<file path="src/rtl/t05_header_serializer_p.sv">
`default_nettype none
// ============================================================================
// Module   : t05_header_serializer_p
// Purpose  : Queues Huffman header requests and serialises each one as a
//            marker bit, the character index and 0-2 trailing zeros.
// Revision : 1.0  initial release
// ============================================================================
module t05_header_serializer_p #(
    parameter int CHAR_W    = 8,
    parameter int DEPTH     = 2,
    parameter bit MSB_FIRST = 1'b1
) (
    input  logic                   clk,
    input  logic                   nrst,
    input  logic                   req_valid,
    output logic                   req_ready,
    input  logic [CHAR_W-1:0]      char_index,
    input  logic [CHAR_W:0]        least1,
    input  logic [CHAR_W:0]        least2,
    input  logic                   abort,
    output logic                   bit_out,
    output logic                   bit_valid,
    input  logic                   bit_ready,
    output logic                   write_finish,
    output logic                   busy,
    output logic [$clog2(DEPTH):0] fifo_count
);
    localparam int c_PTR_W = $clog2(DEPTH);
    localparam int c_CNT_W = $clog2(CHAR_W + 4);
    localparam int c_ENT_W = CHAR_W + 2;
    localparam logic [c_PTR_W:0] c_FULL = DEPTH[c_PTR_W:0];

    typedef enum logic [0:0] {
        ST_IDLE = 1'b0,
        ST_SEND = 1'b1
    } state_t;

    logic [c_ENT_W-1:0] r_mem [DEPTH];
    logic [c_PTR_W-1:0] r_wr_ptr;
    logic [c_PTR_W-1:0] r_rd_ptr;
    logic [c_PTR_W:0]   r_count;
    logic               r_ready_en;

    state_t             r_state;
    logic [CHAR_W-1:0]  r_shift;
    logic [1:0]         r_zeros;
    logic [c_CNT_W-1:0] r_cnt;

    logic               w_full;
    logic               w_push;
    logic               w_pop;
    logic [1:0]         w_zeros;
    logic [c_ENT_W-1:0] w_head;
    logic [c_CNT_W-1:0] w_last_cnt;
    logic               w_idx_bit;
    logic [CHAR_W-1:0]  w_shift_nxt;
    logic               w_unused_least1;

    // The leaf index of least1 never affects the header, only its sum flag.
    assign w_unused_least1 = ^least1[CHAR_W-1:0];

    assign w_full     = (r_count == c_FULL);
    assign req_ready  = r_ready_en && !w_full && !abort;
    assign w_push     = req_valid && req_ready;
    assign w_pop      = (r_state == ST_IDLE) && (r_count != '0) && !abort;
    assign w_head     = r_mem[r_rd_ptr];
    assign fifo_count = r_count;
    assign w_last_cnt = c_CNT_W'(CHAR_W) + c_CNT_W'(r_zeros);

    always_comb begin
        w_zeros = 2'd0;
        if (!least1[CHAR_W] && !least2[CHAR_W] && (char_index == least2[CHAR_W-1:0])) begin
            w_zeros = 2'd2;
        end else if (least1[CHAR_W] ^ least2[CHAR_W]) begin
            w_zeros = 2'd1;
        end
    end

    generate
        if (MSB_FIRST) begin : g_msb_first
            assign w_idx_bit   = r_shift[CHAR_W-1];
            assign w_shift_nxt = r_shift << 1;
        end else begin : g_lsb_first
            assign w_idx_bit   = r_shift[0];
            assign w_shift_nxt = r_shift >> 1;
        end
    endgenerate

    always_ff @(posedge clk) begin
        if (w_push) begin
            r_mem[r_wr_ptr] <= {w_zeros, char_index};
        end
    end

    always_ff @(posedge clk or negedge nrst) begin
        if (!nrst) begin
            r_wr_ptr   <= '0;
            r_rd_ptr   <= '0;
            r_count    <= '0;
            r_ready_en <= 1'b0;
        end else begin
            r_ready_en <= 1'b1;
            if (abort) begin
                r_wr_ptr <= '0;
                r_rd_ptr <= '0;
                r_count  <= '0;
            end else begin
                if (w_push) begin
                    r_wr_ptr <= r_wr_ptr + c_PTR_W'(1);
                end
                if (w_pop) begin
                    r_rd_ptr <= r_rd_ptr + c_PTR_W'(1);
                end
                case ({w_push, w_pop})
                    2'b10:   r_count <= r_count + (c_PTR_W+1)'(1);
                    2'b01:   r_count <= r_count - (c_PTR_W+1)'(1);
                    default: r_count <= r_count;
                endcase
            end
        end
    end

    always_ff @(posedge clk or negedge nrst) begin
        if (!nrst) begin
            r_state      <= ST_IDLE;
            r_shift      <= '0;
            r_zeros      <= 2'd0;
            r_cnt        <= '0;
            bit_out      <= 1'b0;
            bit_valid    <= 1'b0;
            write_finish <= 1'b0;
            busy         <= 1'b0;
        end else begin
            write_finish <= 1'b0;
            if (abort) begin
                r_state   <= ST_IDLE;
                bit_out   <= 1'b0;
                bit_valid <= 1'b0;
                busy      <= 1'b0;
            end else begin
                case (r_state)
                    ST_IDLE: begin
                        if (w_pop) begin
                            r_shift   <= w_head[CHAR_W-1:0];
                            r_zeros   <= w_head[CHAR_W+1:CHAR_W];
                            r_cnt     <= '0;
                            r_state   <= ST_SEND;
                            bit_out   <= 1'b1;
                            bit_valid <= 1'b1;
                            busy      <= 1'b1;
                        end
                    end
                    ST_SEND: begin
                        if (bit_ready) begin
                            if (r_cnt == w_last_cnt) begin
                                r_state      <= ST_IDLE;
                                bit_out      <= 1'b0;
                                bit_valid    <= 1'b0;
                                busy         <= 1'b0;
                                write_finish <= 1'b1;
                            end else begin
                                r_cnt <= r_cnt + c_CNT_W'(1);
                                // Next count is an index bit while still inside the character field.
                                if (r_cnt < c_CNT_W'(CHAR_W)) begin
                                    bit_out <= w_idx_bit;
                                    r_shift <= w_shift_nxt;
                                end else begin
                                    bit_out <= 1'b0;
                                end
                            end
                        end
                    end
                    default: r_state <= ST_IDLE;
                endcase
            end
        end
    end

endmodule
`default_nettype wire

</file>
<file path="config.mk">
export PLATFORM = sky130hd
export DESIGN_NAME = t05_header_serializer_p
export DESIGN_NICKNAME = d
export VERILOG_FILES = /design/src/rtl/t05_header_serializer_p.sv
export SDC_FILE = /design/constraint.sdc
export NUM_CORES = 1
export LEC_CHECK = 0
export BUFFER_PORTS_ARGS = -buffer_cell sky130_fd_sc_hd__buf_2
export CORE_MARGIN = 4
export CORE_UTILIZATION = 30
export CTS_BUF_LIST = sky130_fd_sc_hd__clkbuf_4 sky130_fd_sc_hd__clkbuf_8
export DETAILED_ROUTE_END_ITERATION = 8
export GPL_ROUTABILITY_DRIVEN = 0
export HOLD_SLACK_MARGIN = 0.05
export PLACE_DENSITY = 0.48
export SLEW_MARGIN = 30
export SYNTH_ARGS = -nofsm -noshare
export SYNTH_HDL_FRONTEND = slang
export SYNTH_SLANG_ARGS = --single-unit
export TNS_END_PERCENT = 10
</file>
<file path="constraint.sdc">
create_clock -name clk -period 1.85 [get_ports clk]
set_input_delay 0.0925 -clock clk [delete_from_list [all_inputs] [get_ports clk]]
set_output_delay 0.0925 -clock clk [all_outputs]
set_load 0.05 [all_outputs]
</file>
==> results.toml <==
[timing]
post-route-period-util = 0.865
worstMarginPinSlew_ns = 0.546
rsz0062_at_grt = "no"
finalSetupViolations = 0
finalSetupTns_ns = 0
relSlewSlack = 0.636
fin_skew_ns = 0.00779
hold_viol = 0
whs_ns = 0.140
fmax_ghz = 0.625
finalCriticalPeriod_ns = 1.60
maxSlewViolCount = 0
finalWorstSetupSlack_ns = 0.250

[cells_and_area]
nFillCells = 631
fin_cells = 290
postLayoutCoreUtil = 0.382
diodes = 0
nets = 245
drive_gt1_frac = 0.258
area_growth_pct = 22.7
design_area_mm2 = 0.00245

[floorplan]
core_mm2 = 0.00642
rows = 29
die_h_um = 89.6
die_w_um = 89.6
dieArea_mm2 = 0.00803
start_util = 0.311
io_pins = 38

[critical_path]
required_ns = 2.03
cp-start-kind = "flop"
critPathCaptureType = "flop"
path_delay_family = "flip-flops"
cpMostUsedCell = "buf_4"
critPathKind = "flop to flop"
crit_buf_inv = 2
slowest_stage = "dfrtp_1"
crit_arrival_ns = 1.78
worstPathMaxFanout = 24
max_stage_delay_ns = 0.51
path_cells = "buf_4, o21bai_1, a21o_1, buf_4, nand2_1, o41ai_1"

[synthesis]
synth-edff-count = 20
netlist.area_leader.share = 0.301
ys_ff_latch = 43
syn_inst = 169
synth.area.top_cells = "edfxtp_1 30%, dfrtp_1 29%, mux2i_1 6.0%, a21oi_1 3.3%, nor2_1 3.0%"
synth_area_per_cell_um2 = 11.8
syn_nets = 202
yosysWarnings = 0
ys_top_cells_by_count = "23 x dfrtp_1, 20 x edfxtp_1, 16 x nor2_1, 13 x a21oi_1"
yosysMostFrequentCell = "dfrtp_1"
synth_cell_types = 41
ys_seq_area_frac = 0.589
netlist_area_mm2 = 0.00200
yosys.area.top_type = "edfxtp_1"
synthArstFlopShare = 0.535
synth_ff_type = "dfrtp_1"

[power_and_ir_drop]
power.leakage_nw = 1.02
power-per-cell-area_mw_per_mm2 = 873
finalPower_mw = 2.14
peakVddDrop_mv = 0.486

[place]
preCtsSetupSlack_ns = 0.251
port_buffers = 29
post-place-cells = 272
hpwl_um = 2570
dpl_cell_area_mm2 = 0.00226

[run]
max_cap_violations = 0

[detailed_routing]
first_pass_iters = 4
via_per_inst = 4.56
drc = 0
ant_nets = 0
routed_wl_um = 3750
first_iter_violations = 85
avgRoutedWirePerCell_um = 12.9
vias = 1322

[clock_network]
cts_max_level = 2
clk_pin_slew_ns = 0.09
clockRootBuffer = "clkbuf_8"
cts_max_path_buffers = 2
cts_setup_buffers = 0
post_cts_resized = 0
insertion_delay_ns = 0.29
numCtsBuffers = 5
holdBufCountCts = 10
clkSinkCount = 43
cts_tree = "built"

[grt]
grt_pass1_vias = 1301
antenna_found_initial = 0
grt_max_degree = 25
grt-ovfl-total = 0
grt_usage = 0.105
grt_pass1_wl_um = 6420

[run_status]
status = "completed"

[hold_path]
hold_path_class = "primary input to flop"
sequential cells by signal, indices dropped and copies added (netlist names):
name,count
r_rd_ptr,1
r_mem,20
r_cnt,4
r_wr_ptr,1
bit_out,1
r_zeros,2
busy,1
r_state,1
fifo_count,2
r_shift,8
r_ready_en,1
write_finish,1
path summary, 6_finish.rpt:
path	depth (start not counted)	start	slack (ns)	endpoint
max in group asynchronous	2	nrst	1.15	fifo_count[1]
hold reg to reg	2	r_shift[7]	0.49	r_shift[7]
min in group asynchronous	2	nrst	0.31	r_state
setup reg to reg	6	r_state	0.25	r_shift[0]
hold / removal	3	req_valid	0.14	r_wr_ptr
setup / recovery	6	r_state	0.25	r_shift[0]
tightest hold or removal path: cells and delay by family:
| family | cells | cell delay (ns) |
|---|---|---|
| buffers and inverters | 1 | 0.12 |
| muxes | 1 | 0.08 |
| and+or+nand+nor | 1 | 0.10 |
routing by layer:
layer  GRT usage  part of all wire  vias up
met3      0.0292             0.037        4
met2       0.156              0.44       22
li1            -                 -      682
met1       0.148              0.51      614
met4      0.0352             0.011        0
met5           0                 0        -
where the power goes:
| part | total [mW] | switching, mW | internal (mW) |
|---|---|---|---|
| Sequential | 1.18 | 0.0820 | 1.10 |
| Combinational | 0.362 | 0.202 | 0.159 |
| Clock | 0.597 | 0.333 | 0.263 |
| Total | 2.14 | 0.617 | 1.52 |
cell usage in the layout (no fill, tap or decap), types with 2 or more instances in the layout:
cell type      instances
xor2_1                 6
nor3b_1                2
buf_2                 29
nand3_1                4
ha_1                   2
clkbuf_8               5
buf_4                  5
nor2_1                15
dfrtp_2                2
inv_1                  3
o21ai_1                7
nand2b_1               3
xnor2_1                6
o41ai_1                2
nor4_1                 2
nor3_2                 3
edfxtp_1              20
dfrtp_1               21
a21o_1                 2
nor2b_1                2
nand2_1               11
nor3_1                 2
dlygate4sd3_1         10
mux2i_1               12
a21oi_1               13
kinds of logic after synthesis:
| family | count (synthesis) | synth area share |
|---|---|---|
| xor+xnor | 12 | 0.0526 |
| other cells | 1 | 0.00188 |
| simple gates | 58 | 0.167 |
| mux | 13 | 0.0658 |
| fa+ha+maj | 2 | 0.0125 |
| flops | 43 | 0.589 |
| compound gates | 29 | 0.0852 |
| buf+inv | 11 | 0.0263 |
final cells by class:
class	instances	area, um^2	share of cell area
repair buffers	44	283	0.115
inverters	3	11.3	0.00459
clock inverters	3	20.0	0.00816
clock buffers	5	68.8	0.0281
multi-input cells	115	795	0.324
flip-flops and latches	43	1180	0.481
well taps	77	96.3	0.0393
(Power assumes the default switching activity.)
